## config.mk

```make
export PLATFORM = sky130hd
export DESIGN_NAME = hcsr04_echo_emulator
export DESIGN_NICKNAME = d
export VERILOG_FILES = /design/src/rtl/hcsr04_echo_emulator.sv
export SDC_FILE = /design/constraint.sdc
export NUM_CORES = 1
export LEC_CHECK = 0
export BUFFER_PORTS_ARGS = -buffer_cell sky130_fd_sc_hd__buf_2
export CORE_UTILIZATION = 25
export CTS_BUF_LIST = sky130_fd_sc_hd__clkbuf_8
export DETAILED_ROUTE_END_ITERATION = 16
export HOLD_SLACK_MARGIN = 0.1
export PLACE_DENSITY_LB_ADDON = 0.05
export SYNTH_ARGS = -nofsm -noshare
export SYNTH_HDL_FRONTEND = slang
export SYNTH_SLANG_ARGS = --single-unit
```

## constraint.sdc

```tcl
create_clock -name clk -period 3.55 [get_ports clk]
set_input_delay 0.71 -clock clk [delete_from_list [all_inputs] [get_ports clk]]
set_output_delay 0.71 -clock clk [all_outputs]
set_load 0.005 [all_outputs]
```

## src/rtl/hcsr04_echo_emulator.sv

```systemverilog
// hcsr04_echo_emulator
//   Responder model of an HC-SR04 ultrasonic sensor. A valid trig pulse from
//   the controller starts an emulated burst delay. An echo pulse follows, and
//   its width encodes the latched target distance (or a timeout when there is
//   no target).
//
// Ports
//   clk          system clock
//   rst          asynchronous active-high reset
//   trig         trigger from controller, asynchronous to clk
//   distance_cm  emulated target distance in cm (latched on trig acceptance)
//   target_valid 1 = target present, 0 = no reflection (latched on acceptance)
//   echo         registered echo pulse to controller
//   busy         registered, high whenever the FSM is not in IDLE
//   meas_count   completed echo pulses, wraps at 65535
//
// Optional build macro
//   ECHO_JITTER_EN : when defined, a 16-bit Galois LFSR (x^16+x^14+x^13+x^11+1,
//   seed 16'hACE1) steps once per accepted trig. Its low nibble is added to
//   in-range echo widths. Timeout widths are never jittered.

module hcsr04_echo_emulator #(
    parameter int MIN_TRIG_CYCLES = 1000,
    parameter int BURST_CYCLES    = 20000,
    parameter int CYCLES_PER_CM   = 5800,
    parameter int MIN_DIST_CM     = 2,
    parameter int MAX_DIST_CM     = 400,
    parameter int TIMEOUT_CYCLES  = 3800000,
    parameter int HOLDOFF_CYCLES  = 1000000
) (
    input  logic        clk,
    input  logic        rst,
    input  logic        trig,
    input  logic [8:0]  distance_cm,
    input  logic        target_valid,
    output logic        echo,
    output logic        busy,
    output logic [15:0] meas_count
);

    localparam int SUB_W = ($clog2(CYCLES_PER_CM) < 1) ? 1 : $clog2(CYCLES_PER_CM);

    localparam logic [15:0]      MIN_TRIG     = 16'(MIN_TRIG_CYCLES);
    localparam logic [SUB_W-1:0] SUB_RELOAD   = SUB_W'(CYCLES_PER_CM - 1);
    localparam logic [8:0]       MIN_DIST     = 9'(MIN_DIST_CM);
    localparam logic [8:0]       MAX_DIST     = 9'(MAX_DIST_CM);
    localparam logic [21:0]      BURST_LOAD   = 22'(BURST_CYCLES - 1);
    localparam logic [21:0]      TIMEOUT_LOAD = 22'(TIMEOUT_CYCLES - 1);
    localparam logic [21:0]      HOLDOFF_LOAD = 22'(HOLDOFF_CYCLES - 1);

    typedef enum logic [2:0] {
        IDLE,
        TRIG_HI,
        BURST,
        ECHO,
        HOLDOFF
    } state_t;

    state_t           state;
    logic             trig_meta;
    logic             trig_sync;
    logic             trig_prev;
    logic [15:0]      trig_cnt;
    logic [21:0]      wait_cnt;     // burst delay, timeout echo width, holdoff
    logic [8:0]       cm_cnt;       // whole centimetres still to emit
    logic [SUB_W-1:0] sub_cnt;      // cycles left in the current centimetre
    logic             lat_timeout;
    logic             echo_done;

    logic [8:0] dist_eff;
    logic       out_of_range;

    assign dist_eff     = (distance_cm < MIN_DIST) ? MIN_DIST : distance_cm;
    assign out_of_range = !target_valid || (distance_cm > MAX_DIST);

`ifdef ECHO_JITTER_EN
    logic [15:0] lfsr;
    logic [15:0] lfsr_next;
    logic [3:0]  jit_cnt;

    assign lfsr_next = lfsr[0] ? ((lfsr >> 1) ^ 16'hB400) : (lfsr >> 1);
`endif

    // Echo ends on the cycle the active width counter(s) reach zero.
    always_comb begin
        // NOTE: default assignment first so no path leaves echo_done unassigned (no latch).
        echo_done = 1'b0;
        if (lat_timeout) begin
            echo_done = (wait_cnt == 22'd0);
        end else begin
            echo_done = (cm_cnt == 9'd0) && (sub_cnt == '0);
`ifdef ECHO_JITTER_EN
            echo_done = echo_done && (jit_cnt == 4'd0);
`endif
        end
    end

    // NOTE: all state updates use non-blocking assignments so every register samples pre-edge values.
    always_ff @(posedge clk or posedge rst) begin
        if (rst) begin
            state       <= IDLE;
            trig_meta   <= 1'b0;
            trig_sync   <= 1'b0;
            trig_prev   <= 1'b0;
            trig_cnt    <= 16'd0;
            wait_cnt    <= 22'd0;
            cm_cnt      <= 9'd0;
            sub_cnt     <= '0;
            lat_timeout <= 1'b0;
            echo        <= 1'b0;
            busy        <= 1'b0;
            meas_count  <= 16'd0;
`ifdef ECHO_JITTER_EN
            lfsr        <= 16'hACE1;
            jit_cnt     <= 4'd0;
`endif
        end else begin
            trig_meta <= trig;
            trig_sync <= trig_meta;
            trig_prev <= trig_sync;

            case (state)
                IDLE: begin
                    if (trig_sync && !trig_prev) begin
                        // The rise cycle itself is the first counted high cycle.
                        trig_cnt <= 16'd1;
                        busy     <= 1'b1;
                        state    <= TRIG_HI;
                    end
                end

                TRIG_HI: begin
                    if (trig_sync) begin
                        if (trig_cnt != 16'hFFFF) begin
                            trig_cnt <= trig_cnt + 16'd1;
                        end
                    end else if (trig_cnt >= MIN_TRIG) begin
                        lat_timeout <= out_of_range;
                        cm_cnt      <= dist_eff - 9'd1;
                        sub_cnt     <= SUB_RELOAD;
                        wait_cnt    <= BURST_LOAD;
`ifdef ECHO_JITTER_EN
                        lfsr        <= lfsr_next;
                        jit_cnt     <= out_of_range ? 4'd0 : lfsr_next[3:0];
`endif
                        state       <= BURST;
                    end else begin
                        busy  <= 1'b0;
                        state <= IDLE;
                    end
                end

                BURST: begin
                    if (wait_cnt == 22'd0) begin
                        echo     <= 1'b1;
                        wait_cnt <= TIMEOUT_LOAD;
                        state    <= ECHO;
                    end else begin
                        wait_cnt <= wait_cnt - 22'd1;
                    end
                end

                ECHO: begin
                    if (echo_done) begin
                        echo       <= 1'b0;
                        meas_count <= meas_count + 16'd1;
                        wait_cnt   <= HOLDOFF_LOAD;
                        state      <= HOLDOFF;
                    end else if (lat_timeout) begin
                        wait_cnt <= wait_cnt - 22'd1;
                    end else if (sub_cnt != '0) begin
                        sub_cnt <= sub_cnt - 1'b1;
                    end else if (cm_cnt != 9'd0) begin
                        cm_cnt  <= cm_cnt - 9'd1;
                        sub_cnt <= SUB_RELOAD;
                    end
`ifdef ECHO_JITTER_EN
                    else begin
                        // Distance width is finished; extra jitter cycles follow.
                        jit_cnt <= jit_cnt - 4'd1;
                    end
`endif
                end

                HOLDOFF: begin
                    if (wait_cnt == 22'd0) begin
                        busy  <= 1'b0;
                        state <= IDLE;
                    end else begin
                        wait_cnt <= wait_cnt - 22'd1;
                    end
                end

                default: begin
                    busy  <= 1'b0;
                    echo  <= 1'b0;
                    state <= IDLE;
                end
            endcase
        end
    end

endmodule

```

==> flow_summary.json <==
{
  "n_fill_cell": 2115,
  "cts_buffers": 9,
  "nets": 613,
  "drc": 0,
  "drtAntennaViolNets": 0,
  "timing.rr.start": "wait_cnt[0]",
  "ys.flop_type": "dfrtp_1",
  "status": "finished, final reports clean",
  "start_util_pct": 25.6,
  "diodes": 0,
  "leakage_nw": 2.45,
  "critPathCaptureType": "flip-flop",
  "htree_num_levels": 3,
  "tightest_slew_ns": 0.760,
  "grt_pass1_wl_mm": 22.9,
  "clock_sinks": 85,
  "io_pins": 31,
  "finalHoldViolations": 0,
  "syn_nets": 578,
  "row_count": 51,
  "routed-via-count": 4371,
  "crit_required_ns": 3.79,
  "syn_to_final_growth_pct": 14.9,
  "endpoint": "cm_cnt[6]",
  "fin_crit_sh_pct": 83.5,
  "dr.first_iter.drc_count": 269,
  "drt_pass1_iterations": 5,
  "fp.dieH_um": 143,
  "ys_warn_count": 0,
  "hold_start": "trig_meta",
  "core_area_sq_um": 19500,
  "clk_latency_ns": 0.39,
  "die_w_um": 143,
  "rr_worst_depth": 8,
  "grt_pass1_vias": 4233,
  "wl_per_cell_um": 16.1,
  "synth_area_sq_um": 4990,
  "gp_congestion": 0.776,
  "startpoint": "distance_cm[6]",
  "synth-seq-cells": 85,
  "hpwlAfterDp_mm": 9.84,
  "synth_cell_type_count": 68,
  "setup_viol": 0,
  "arrival_ns": 3.21,
  "final_cells": 864,
  "synthCells": 559,
  "period_needed_ns": 2.96,
  "fmax_mhz": 337,
  "rsz0062_at_grt": "no",
  "clk_pin_slew_worst_paths_ns": 0.10,
  "die-area_sq_um": 20500,
  "clock_path_buffers": 2,
  "syn_area_per_cell_sq_um": 8.94,
  "crit_fanout": 5,
  "cts.repair.resized": 0,
  "antenna_found_initial": 0,
  "drive_above_1_share_pct": 14.2,
  "numPlacedInstances": 848,
  "rr_endpoint": "wait_cnt[21]",
  "grt_overflow": 0,
  "timing.hold.ws_ns": 0.364,
  "hp-class": "reg -> reg",
  "async_flop_share_pct": 100,
  "slew_violations": 0,
  "start_kind": "input port",
  "synth_edf_count": 0,
  "ys_seq_area_share_pct": 42.6,
  "slew_headroom_pct": 49.3,
  "critical_path_class": "in -> reg",
  "p_per_area_nw_per_um2": 331,
  "clock_skew_ns": 0.0171,
  "final_common_cell": "dfrtp_1",
  "cts_tree": "built",
  "grt.total_usage_pct": 14.4,
  "final_cell_mix": "dfrtp_1, nor2_1, nand2_1",
  "root_buffer": "clkbuf_8",
  "worstHoldPathCells": 0,
  "io_buffers": 30,
  "detail_route.vias_per_cell": 5.06,
  "grt_max_degree": 46,
  "setup_tns_ns": 0,
  "cts_hold_buf": 0,
  "drt-total-wl_mm": 14.0,
  "postCtsSetupRepairBufs": 0,
  "reg2reg_slack_ns": 0.66,
  "maxCapViolCount": 0,
  "peakVddDrop_uv": 163
}
-- stage by stage --
| step | power, mW | instance area, sq um | utilization [%] | setup WS, ns |
|---|---|---|---|---|
| after global placement | 1.15 | 5520 | 28.3 | 0.250 |
| after CTS | 1.95 | 5740 | 29.4 | 0.606 |
| final | 1.90 | 5740 | 29.4 | 0.586 |
| after floorplan | 1.10 | 4990 | - | 0.643 |
| after detailed placement | 1.15 | 5520 | 28.3 | 0.175 |
| after global routing | 2.01 | 5740 | 29.4 | 0.361 |
-- report_power, final --
part | switching, mW | total, mW | internal, mW | leakage [nW]
registers | 0.0194 | 1.00 | 0.984 | 1.15
logic | 0.0752 | 0.118 | 0.0425 | 1.19
clock network | 0.408 | 0.781 | 0.373 | 0.112
-- Yosys cell counts, types with 11 or more instances --
master    instances  area share [%]
o21ai_0          35             3.5
inv_1            22             1.7
nor2_1           59             4.4
nor3_1           28             2.8
clkbuf_1         19             1.4
nand3_1          17             1.7
or4_1            11             1.7
a31oi_1          13             1.6
nand4_1          14             1.8
nand2_1          49             3.7
a21oi_1          33             3.3
xnor2_1          22             3.9
dfrtp_1          85              43
-- cells by family after synthesis --
family / synth area share [%]
xor+xnor: 4.38
compound gates: 20.7
mux: 2.13
flops: 42.6
buf+inv: 3.28
fa+ha+maj: 1.50
simple gates: 25.4
-- worst min path at each step --
stage | slack (ns) | end
floorplan | 0.33 | trig_sync
global placement | 0.35 | trig_sync
detailed placement | 0.35 | trig_sync
CTS | 0.37 | trig_sync
global route | 0.39 | trig_sync
finish | 0.36 | trig_sync
-- per-layer routing --
metal / track usage, % / vias to the layer above / routed length, um
li1: - / 2158 / -
met1: 19.6 / 2135 / 6970
met2: 23.2 / 69 / 6470
met3: 3.10 / 9 / 385
met4: 3.75 / 0 / 127
met5: 0 / - / 0
-- cell type report --
class / count / area, sq um / area share [%]
clock buffers: 11 / 151 / 2.64
clock inverters: 5 / 67.6 / 1.18
inverters: 22 / 83.8 / 1.46
multi-input cells: 431 / 2700 / 47.1
flip-flops and latches: 85 / 2130 / 37.1
well taps: 265 / 332 / 5.78
repair buffers: 45 / 275 / 4.80
-- sequential cells by signal, summed over array words and instances (netlist names) --
| name | count |
|---|---|
| trig_sync | 1 |
| sub_cnt | 13 |
| lat_timeout | 1 |
| wait_cnt | 22 |
| echo | 1 |
| state | 3 |
| cm_cnt | 9 |
| trig_meta | 1 |
| trig_cnt | 16 |
| busy | 1 |
| meas_count | 16 |
| trig_prev | 1 |
-- worst max-delay path, cell delays in order --
cell	delay, ns
buf_2	0.12
or4_1	0.56
nor2_1	0.16
nor2_1	0.07
a22oi_1	0.18
ha_1	0.26
o221ai_1	0.27
a21oi_1	0.30
mux2_2	0.37
a21oi_1	0.14
a21oi_1	0.05
Power figures use the tool's default switching activity.
